==> config.mk <==
export PLATFORM = sky130hd
export DESIGN_NAME = if_prefetch_queue
export DESIGN_NICKNAME = d
export VERILOG_FILES = /design/src/rtl/if_pkg.sv /design/src/rtl/if_prefetch_queue_fetch_fifo.sv /design/src/rtl/if_prefetch_queue.sv
export SDC_FILE = /design/constraint.sdc
export NUM_CORES = 1
export LEC_CHECK = 0
export ABC_CLOCK_PERIOD_IN_PS = 3800
export CAP_MARGIN = 20
export CORE_MARGIN = 2
export CORE_UTILIZATION = 30
export CTS_BUF_LIST = sky130_fd_sc_hd__clkbuf_4 sky130_fd_sc_hd__clkbuf_8
export DETAILED_ROUTE_END_ITERATION = 7
export SLEW_MARGIN = 15
export SYNTH_ARGS = -nofsm -noshare
export SYNTH_HDL_FRONTEND = slang
export SYNTH_SLANG_ARGS = --single-unit
==> constraint.sdc <==
create_clock -name clk_i -period 3.8 [get_ports clk_i]
set_input_delay 0.57 -clock clk_i [delete_from_list [all_inputs] [get_ports clk_i]]
set_output_delay 0.57 -clock clk_i [all_outputs]
set_load 0.02 [all_outputs]
==> src/rtl/if_pkg.sv <==
// Shared types and constants for the instruction-fetch front end.
package if_pkg;

   localparam int unsigned XLEN = 32;
   localparam logic [XLEN-1:0] NOP_INSTR = 32'h0000_0013;

   typedef struct packed {
      logic [XLEN-1:0] pc;
      logic [XLEN-1:0] instr;
   } fetch_entry_t;

   // Clear the byte-offset bits of an address so it names a whole word.
   function automatic logic [XLEN-1:0] align_word(input logic [XLEN-1:0] addr);
      return addr & ~32'h0000_0003;
   endfunction

endpackage

==> src/rtl/if_prefetch_queue_fetch_fifo.sv <==
// Synchronous FIFO of fetch entries with flush; registered storage and a
// combinational head output. Flush wins over push and pop.
module fetch_fifo
   import if_pkg::*;
#(
   parameter int unsigned DEPTH = 4,
   localparam int unsigned AW = $clog2(DEPTH)
) (
   input  logic         clk_i,
   input  logic         rst_n,
   input  logic         push,
   input  fetch_entry_t push_data,
   input  logic         pop,
   input  logic         flush,
   output fetch_entry_t head,
   output logic [AW:0]  count,
   output logic         empty,
   output logic         full
);

   localparam logic [AW:0] FULL_CNT = (AW+1)'(DEPTH);

   fetch_entry_t  mem [DEPTH];
   logic [AW-1:0] wr_ptr;
   logic [AW-1:0] rd_ptr;
   logic          do_push;
   logic          do_pop;

   assign empty   = (count == '0);
   assign full    = (count == FULL_CNT);
   assign do_pop  = pop && !empty;
   assign do_push = push && (!full || do_pop);
   assign head    = mem[rd_ptr];

   // Storage write; contents need no reset since count gates visibility.
   always_ff @(posedge clk_i) begin
      if (do_push && !flush) begin
         mem[wr_ptr] <= push_data;
      end
   end

   // Pointer and occupancy bookkeeping.
   always_ff @(posedge clk_i or negedge rst_n) begin
      if (!rst_n) begin
         wr_ptr <= '0;
         rd_ptr <= '0;
         count  <= '0;
      end else if (flush) begin
         wr_ptr <= '0;
         rd_ptr <= '0;
         count  <= '0;
      end else begin
         assert (!(push && full && !do_pop));
         if (do_push) wr_ptr <= wr_ptr + 1'b1;
         if (do_pop)  rd_ptr <= rd_ptr + 1'b1;
         case ({do_push, do_pop})
            2'b10:   count <= count + 1'b1;
            2'b01:   count <= count - 1'b1;
            default: count <= count;
         endcase
      end
   end

endmodule

==> src/rtl/if_prefetch_queue.sv <==
// Instruction-fetch front end: issues word fetches over req/gnt/rvalid,
// buffers returned instructions with their PCs and hands them to decode.
// A taken-branch redirect flushes the buffer and discards in-flight words.
module if_prefetch_queue
   import if_pkg::*;
#(
   parameter int unsigned     DEPTH    = 4,
   parameter int unsigned     MAX_OUT  = 2,
   parameter logic [XLEN-1:0] RESET_PC = 32'h0000_0000
) (
   input  logic            clk_i,
   input  logic            rst_n,
   input  logic            redirect_i,
   input  logic [XLEN-1:0] redirect_pc_i,
   output logic            imem_req_o,
   output logic [XLEN-1:0] imem_addr_o,
   input  logic            imem_gnt_i,
   input  logic            imem_rvalid_i,
   input  logic [XLEN-1:0] imem_rdata_i,
   output logic            id_valid_o,
   input  logic            id_ready_i,
   output logic [XLEN-1:0] id_instr_o,
   output logic [XLEN-1:0] id_pc_o
);

   localparam int unsigned AW = $clog2(DEPTH);
   localparam int unsigned OW = $clog2(MAX_OUT + 1);
   localparam logic [OW-1:0] MAX_OUT_CNT = OW'(MAX_OUT);
   localparam logic [AW+1:0] DEPTH_CRED  = (AW+2)'(DEPTH);

   logic            running;
   logic [XLEN-1:0] fetch_pc;
   logic [XLEN-1:0] resp_pc;
   logic [OW-1:0]   outstanding;
   logic [OW-1:0]   outstanding_nxt;
   logic [OW-1:0]   discard_cnt;
   logic [AW+1:0]   credit_used;
   logic [XLEN-1:0] redirect_tgt;
   logic            xfer;

   fetch_entry_t    fifo_head;
   fetch_entry_t    fifo_wdata;
   logic [AW:0]     fifo_count;
   logic            fifo_empty;
   logic            fifo_full;
   logic            fifo_push;
   logic            fifo_pop;

   assign redirect_tgt = align_word(redirect_pc_i);
   assign credit_used  = {1'b0, fifo_count} + (AW+2)'(outstanding);

   assign imem_req_o  = running && (credit_used < DEPTH_CRED)
                        && (outstanding < MAX_OUT_CNT) && !redirect_i;
   assign imem_addr_o = fetch_pc;
   assign xfer        = imem_req_o && imem_gnt_i;

   assign fifo_push  = imem_rvalid_i && (discard_cnt == '0) && !redirect_i;
   assign fifo_pop   = id_valid_o && id_ready_i && !redirect_i;
   assign fifo_wdata = '{pc: resp_pc, instr: imem_rdata_i};

   assign id_valid_o = !fifo_empty;
   assign id_instr_o = fifo_empty ? NOP_INSTR : fifo_head.instr;
   assign id_pc_o    = fifo_empty ? '0 : fifo_head.pc;

   // Net in-flight count after this cycle's grant and response.
   always_comb begin
      outstanding_nxt = outstanding + OW'(xfer) - OW'(imem_rvalid_i);
   end

   // Requesting is held off by a registered flag (not rst_n directly) so
   // imem_req_o drops as soon as reset asserts and resumes glitch-free.
   always_ff @(posedge clk_i or negedge rst_n) begin
      if (!rst_n) running <= 1'b0;
      else        running <= 1'b1;
   end

   // Fetch/response PCs, outstanding credit and stale-response discard count.
   always_ff @(posedge clk_i or negedge rst_n) begin
      if (!rst_n) begin
         fetch_pc    <= RESET_PC;
         resp_pc     <= RESET_PC;
         outstanding <= '0;
         discard_cnt <= '0;
      end else begin
         assert (!(imem_rvalid_i && outstanding == '0));
         assert (!(fifo_push && fifo_full && !fifo_pop));
         outstanding <= outstanding_nxt;
         if (redirect_i) begin
            fetch_pc    <= redirect_tgt;
            resp_pc     <= redirect_tgt;
            discard_cnt <= outstanding_nxt;
         end else begin
            if (xfer) fetch_pc <= fetch_pc + 32'd4;
            if (fifo_push) resp_pc <= resp_pc + 32'd4;
            if (imem_rvalid_i && discard_cnt != '0) discard_cnt <= discard_cnt - 1'b1;
         end
      end
   end

   fetch_fifo #(
      .DEPTH (DEPTH)
   ) u_fifo (
      .clk_i     (clk_i),
      .rst_n     (rst_n),
      .push      (fifo_push),
      .push_data (fifo_wdata),
      .pop       (fifo_pop),
      .flush     (redirect_i),
      .head      (fifo_head),
      .count     (fifo_count),
      .empty     (fifo_empty),
      .full      (fifo_full)
   );

endmodule

==> impl_results.md, run 1 <==
* RSZ-0062 raised after global routing: false
* Nets@finish at between 1000 and 1500
* Warnings from Yosys at 0
* Critical path destination: id_instr_o[0]
* Number of buffers created by CTS at 55
* Kind of start point of the critical path: flop
* Maximum number of buffers from clock root to sink at 3
* Synthesized area per cell at ~16 sq um
* Routability Congestion at 0.7818
* Crit path arrival time at 2890 ps
* Class of the most critical hold timing path: input pin to asynchronous set/reset pin
* CTS Root Buffer Type: sky130_fd_sc_hd__clkbuf_8
* Launching element of the worst setup path: u_fifo.rd_ptr[0]$_DFFE_PN0P_
* Core utilization of the finished layout at a little under two fifths
* Worst setup slack before clock tree synthesis at 744.1 ps
* Max Clk Rate at around 0.29 GHz
* Maximum VDD drop at 0.2989 mV
* Register-to-register setup slack at 1310 ps
* Final setup violation count at 0
* Cell Count Post-Placement at 1575
* Initial core utilization at 30.43%
* Total placed instance area at ~16000 sq um
* Max-Slew Margin vs Limit at 32.89%
* Layout cells sized above 1 at between 10% and 20%
* Post-CTS Setup Bufs at 0
* Crit path max fanout at 16
* Number of synthesized flops with an enable pin at 248
* Die boundary width at 216.0 um
* Antenna Diode Count at 0
* CTS clk-pin slew, worst paths at about 60 ps
* Most common flop cell mapped by yosys: sky130_fd_sc_hd__edfxtp_1
* WL per Instance at 18.58 um
* Outcome: complete, no violations
* Filler Cells Inserted at 4154
* Global-route usage over all layers at 13.47%
* Beginning of the worst register-to-register path: u_fifo.count[1]$_DFFE_PN0P_
* Post-synthesis sequential element count at between 300 and 400
* Required time at the worst-slack endpoint at 3230 ps
* CTS tree: built
* Initial drt markers at 450
* Most frequent cell after synthesis: sky130_fd_sc_hd__edfxtp_1
* Max Slew Vio Count at 0
* Half-perimeter wire length after detailed placement at 19890 um
* H-tree lvl count at 2
* Initial antenna violation count at 0
* Most instantiated cells after synthesis: 248 x sky130_fd_sc_hd__edfxtp_1, 72 x sky130_fd_sc_hd__dfrtp_1, 67 x sky130_fd_sc_hd__and2_1, 62 x sky130_fd_sc_hd__mux4_2, 52 x sky130_fd_sc_hd__nand2_1
* Total wire length at approximately 31000 um
* Worst slew pin tran at 1007 ps
* Max-cap violations at 0
* Leading post-synthesis cells by cell area: sky130_fd_sc_hd__edfxtp_1 55%, sky130_fd_sc_hd__dfrtp_1 13%, sky130_fd_sc_hd__mux4_2 10%
* Total die area at roughly 47000 sq um
* Final TNS setup at 0 ps
* Proportion of synthesized chip area in sequential cells at 68.58%
* Netlist Area Pre-Place at ~13000 sq um
* Endpoint of the worst register-to-register path: discard_cnt[1]$_DFFE_PN0P_
* Final design instance area without fill at 17010 sq um
* GRT overflow at 0
* Placeable core area at 44320 sq um
* Vias after detailed routing at 7851
* Fin Hold WS at 141.7 ps
* Power consumption at 10.38 mW
* Depth of the worst register-to-register path at 11
* Final worst-path cycle share at 91.14%
* Number of remaining DRC errors at 0
* Synth cell types at 51
* Post-route worst setup slack at ~340 ps
* Share of flip-flops with an asynchronous set or reset at 22.50%
* Die height at 216.0 um
* Num rows at 77
* Cell accounting for the most synthesized area: sky130_fd_sc_hd__edfxtp_1
* Number of global-route vias before repair at 8248
* Vias/cell at 4.690
* Crit path time final at 3463 ps
* Routed Antenna Nets at 0
* Yosys top cell area share at 55.22%
* Setup Crit Path Kind: flop to output port
* Final cell count without fillers at ~1700
* Post-Synthesis Cells at 841
* I/O Pins at around 170
* Worst-Skew Late Latency at roughly 600 ps
* Crit. End Element: output port
* Global-route wire length before repair at 48140 um
* Maximum number of pins on one net before global-route repair at 63
* Leakage dissipation at 5.711 nW
* Growth of design area from synthesis to finish at 26.13%
* First-pass DRT Iterations at 5
* PD cells at 610.3 nW/um^2
* Fin. Hold Viols at 0
* Number of buffers added on ports at 161
* Clock sinks at 320
* Clock Skew at 18.61 ps
## report_power, final
group          switching, mW  internal, mW  total (mW)
clock                   1.36          1.77        3.13
sequential             0.256          4.05        4.30
combinational           1.49          1.46        2.95
## worst min path at each step
stage	startpoint	slack, ps	endpoint	cells after the start
2_1_floorplan	rst_n	270	discard_cnt[0]$_DFFE_PN0P_	0
3_3_place_gp	outstanding[1]$_DFF_PN0_	520	outstanding[1]$_DFF_PN0_	1
3_5_place_dp	outstanding[1]$_DFF_PN0_	530	outstanding[1]$_DFF_PN0_	1
4_1_cts	rst_n	120	imem_addr_o[9]$_DFFE_PN0P_	1
5_1_grt	rst_n	160	imem_addr_o[9]$_DFFE_PN0P_	1
6_report	rst_n	140	imem_addr_o[9]$_DFFE_PN0P_	1
## final cells by class
type                            count  area (sq um)  area share (%)
Tap cell                          592         740.7           4.355
Clock buffer                       79         968.4           5.694
Timing Repair Buffer              184          1849           10.87
Sequential cell                   320          9254           54.41
Clock inverter                     20         142.6          0.8386
Inverter                           17         66.31          0.3899
Multi-Input combinational cell    462          3988           23.44
## layout by cell type (no fill, tap or decap), drive strengths merged, types with 3 or more instances in the layout
cell / netlist / routed
nand4: 19 / 19
mux4: 62 / 62
nand3: 25 / 25
clkinv: 0 / 17
dfrtp: 72 / 72
buf: 23 / 25
o21ai: 37 / 37
a31oi: 4 / 4
xor2: 12 / 12
edfxtp: 248 / 248
a21oi: 7 / 7
or2: 3 / 3
nor4: 14 / 14
o311ai: 8 / 8
and3: 8 / 8
clkbuf: 22 / 79
clkdlybuf4s50: 0 / 159
and2: 67 / 67
conb: 2 / 5
inv: 17 / 17
ha: 10 / 10
nor3: 17 / 17
and4: 4 / 4
xnor2: 30 / 30
mux2: 13 / 13
nand2: 52 / 52
mux2i: 4 / 4
o211ai: 10 / 10
nor2: 29 / 29
## routing by layer
metal	part of all wire [%]	GRT usage (%)	up-vias	wire length, um
met5	0	0	-	0
met4	1.9	4.201	0	602
met3	5.9	3.185	44	1842
met2	46	21.43	241	14250
met1	46	18.29	3929	14410
li1	-	-	3637	-
## worst max-delay path: stages, from the launching register on
cell and delay (ps):
sky130_fd_sc_hd__dfrtp_4 650, sky130_fd_sc_hd__buf_4 290, sky130_fd_sc_hd__mux4_2 510, sky130_fd_sc_hd__or2_2 290, sky130_fd_sc_hd__clkdlybuf4s50_1 540
## sequential cells by signal, indices dropped and copies added (netlist names)
signal         count
imem_addr_o       30
discard_cnt        2
u_fifo.rd_ptr      2
u_fifo.wr_ptr      2
resp_pc           30
u_fifo.mem       248
running            1
outstanding        2
u_fifo.count       3
## cells by family (layout without fill, tap and decap cells)
| group | count (synthesis) | count (layout) | share of synthesized area (%) |
|---|---|---|---|
| AO/OA/AOI/OAI | 77 | 77 | 3.591 |
| XOR/XNOR | 42 | 42 | 2.728 |
| adder cells (fa/ha/maj) | 11 | 11 | 1.076 |
| buffers and inverters | 62 | 300 | 2.004 |
| flip-flops | 320 | 320 | 68.58 |
| multiplexers | 79 | 79 | 11.74 |
| other | 2 | 5 | 0.05569 |
| AND/OR/NAND/NOR | 248 | 248 | 10.22 |
## timing repair
| action | CTS | global route |
|---|---|---|
| setup endpoints to repair | 0 | 1 |
| resized for setup | 0 | 2 |
| hold buffers | 0 | 0 |
| endpoints found under the hold margin | 0 | 0 |
Power figures use the tool's default switching activity.
==> run 2, diff against run 1 <==
Settings changed: CORE_UTILIZATION 30 to 58, GPL_ROUTABILITY_DRIVEN set to 0, PLACE_DENSITY set to 0.83.
==> run 2 against run 1 <==
  * Global-route usage rose by 9.1 points
  * Die area shrank 48%
  * Critical path depth is 2 higher
  * Clock power shrank 13%
  * Non-clock buffer count up 1
  * Sequential share of layout area is 1.5 points higher
  * Power shrank 4.0%
  * Clock skew decreased by 2.9 ps
  * First-iteration DRC count is 61% higher
  * Critical endpoint is now id_pc_o[21]
==> impl_results.md, run 2 (synthesized netlist as in run 1, its figures left out) <==
* Required time at the worst-slack endpoint at 3230 ps (about the same)
* Setup Crit Path Kind: flop to output port
* Most common cell after layout, fill and taps aside: sky130_fd_sc_hd__edfxtp_1
* Leakage dissipation at 5.645 nW (-1.2%)
* Num rows at 55 (-29%)
* Kind of start point of the critical path: flop
* Class of the most critical hold timing path: input pin to asynchronous set/reset pin
* Slowest cell on the critical path: sky130_fd_sc_hd__clkdlybuf4s50_1
* Worst-Skew Late Latency at 540 ps (-60 ps)
* Final setup violation count at 0 (unchanged)
* Max-Slew Margin vs Limit at 27.61% (-5.3 points)
* Initial core utilization at 59.38% (+29 points)
* Footprint of the multi-input gates at 3983 sq um (-0.13%)
* Clock sinks at 320 (unchanged)
* PD cells at 602.4 nW/um^2 (-1.3%)
* Worst setup slack before clock tree synthesis at 758.2 ps (+14.05 ps)
* Max Clk Rate at 0.2894 GHz (+0.23%)
* Crit path max fanout at 37 (+21)
* Global-route wire length before repair at 42680 um (-11%)
* First-pass DRT Iterations at 5 (unchanged)
* Die height at 156.5 um (-28%)
* Outcome: complete, no violations
* WL per Instance at 19.80 um (+6.5%)
* Crit path time final at 3456 ps (-7.861 ps)
* Commonest cells after routing, fill and taps aside: 248 x sky130_fd_sc_hd__edfxtp_1, 160 x sky130_fd_sc_hd__clkdlybuf4s50_1, 70 x sky130_fd_sc_hd__dfrtp_1, 63 x sky130_fd_sc_hd__and2_1, 62 x sky130_fd_sc_hd__mux4_2
* Filler Cells Inserted at 1393 (-66%)
* Post-route worst setup slack at 344.5 ps (+7.861 ps)
* Cells traversed along the worst timing path: nor3_1 -> buf_4 -> inv_1 -> buf_12 -> and2_1 -> clkdlybuf4s50_1
* Maximum number of buffers from clock root to sink at 3 (unchanged)
* Vias/cell at 5.901 (+26%)
* Total wire length at 26910 um (-14%)
* Global-route usage over all layers at 22.54% (+9.1 points)
* CTS Hold Bufs at 0 (unchanged)
* Number of buffers created by CTS at 48 (-13%)
* Clock Skew at 15.66 ps (-2.945 ps)
* Vias after detailed routing at 8019 (+2.1%)
* Most flops, register: u_fifo.mem
* Gates resized, CTS repair at 0 (unchanged)
* Layout cells sized above 1 at 18.53% (-0.88 points)
* Maximum number of pins on one net before global-route repair at 58 (-7.9%)
* Total die area at 24490 sq um (-48%)
* Final design instance area without fill at 16540 sq um (-2.7%)
* Worst slew pin tran at 1082 ps (+75.18 ps)
* Total placed instance area at 15580 sq um (-2.0%)
* Maximum VDD drop at 0.3190 mV (+6.7%)
* Reg area at 9254 sq um (unchanged)
* H-tree lvl count at 2 (unchanged)
* Flip-flop count of the largest register, all copies and words added at 248 (unchanged)
* CTS clk-pin slew, worst paths at 60 ps (about the same)
* Number of global-route vias before repair at 8089 (-1.9%)
* GRT overflow at 0 (unchanged)
* CTS tree: built
* Critical path's largest stage delay at 650 ps (about the same)
* Max Slew Vio Count at 0 (unchanged)
* Final TNS setup at 0 ps (unchanged)
* Post-CTS Setup Bufs at 0 (unchanged)
* Antenna Diode Count at 0 (unchanged)
* Die boundary width at 156.5 um (-28%)
* Crit path arrival time at 2890 ps (about the same)
* Fin. Hold Viols at 0 (unchanged)
* RSZ-0062 raised after global routing: false
* Crit. End Element: output port
* Initial drt markers at 726 (+61%)
* Initial antenna violation count at 0 (unchanged)
* Nets@finish at 1115 (-0.54%)
* Growth of design area from synthesis to finish at 22.68%
* Number of buffers added on ports at 161 (unchanged)
* Routed Antenna Nets at 0 (unchanged)
* Final worst-path cycle share at 90.93% (-0.21 points)
* I/O Pins at 168 (unchanged)
* Core utilization of the finished layout at 72.85% (+34 points)
* CTS Root Buffer Type: sky130_fd_sc_hd__clkbuf_8
* Half-perimeter wire length after detailed placement at 17510 um (-12%)
* Placeable core area at 22710 sq um (-49%)
* Max-cap violations at 0 (unchanged)
* Number of remaining DRC errors at 0 (unchanged)
run 2: cell types whose count changed in the layout (fill, tap and decap cells not counted), moves of 2 or more:
| cell | previous run | this run |
|---|---|---|
| sky130_fd_sc_hd__clkbuf_8 | 60 | 50 |
| sky130_fd_sc_hd__buf_12 | 6 | 11 |
| sky130_fd_sc_hd__and2_2 | 0 | 4 |
| sky130_fd_sc_hd__and2_4 | 4 | 0 |
| sky130_fd_sc_hd__buf_4 | 17 | 13 |
| sky130_fd_sc_hd__clkinv_2 | 9 | 6 |
| sky130_fd_sc_hd__clkbuf_4 | 19 | 21 |
| sky130_fd_sc_hd__clkinvlp_4 | 1 | 3 |
run 2: layer usage:
layer / global-route usage [%] / wire length (um)
met5: 0 / 0
met1: 31.46 / 11440
met4: 6.204 / 363
met3: 4.348 / 1927
met2: 37.00 / 13170
run 2: path summary, 6_finish.rpt:
| check | start | end | slack, ps | depth (start not counted) |
|---|---|---|---|---|
| worst max register to register | u_fifo.count[1]$_DFFE_PN0P_ | imem_addr_o[21]$_DFFE_PN0P_ | 1080 | 7 |
| min in group clk_i | outstanding[0]$_DFF_PN0_ | outstanding[0]$_DFF_PN0_ | 550 | 1 |
| worst min-delay path | rst_n | imem_addr_o[18]$_DFFE_PN0P_ | 30 | 1 |
| worst max-delay path | u_fifo.count[0]$_DFFE_PN0P_ | id_pc_o[21] | 340 | 6 |
| worst min register to register | outstanding[0]$_DFF_PN0_ | outstanding[0]$_DFF_PN0_ | 550 | 1 |
| max in group asynchronous | rst_n | resp_pc[7]$_DFFE_PN0N_ | 3000 | 2 |
run 2: power breakdown:
group          internal (mW)  switching, mW
Sequential              4.05          0.274
Combinational           1.50           1.42
Clock                   1.50           1.23
Total                   7.04           2.92
run 2: final cells by class:
cell class                 instances  share of cell area [%]
inverter                          17                  0.3857
tap                              285                   2.155
clock inverter                    19                  0.7034
multi-input combinational        462                   24.07
timing repair buffer             185                   11.63
clock buffer                      71                   5.113
sequential                       320                   55.94
run 2: worst max-delay path, delay by kind of cell, from the launching register on:
family                 cells  cell delay, ps
DFF                        1             470
and+or+nand+nor            2             260
buffers and inverters      4            1590
run 2: stage by stage:
stage	total power [mW]	hold slack, ps	cells
after floorplan	6.038	274.4	844
after global placement	7.271	524.6	1269
after detailed placement	7.333	532.7	1269
after CTS	10.08	12.36	1359
after global routing	10.43	51.59	1359
final	9.965	28.47	1359
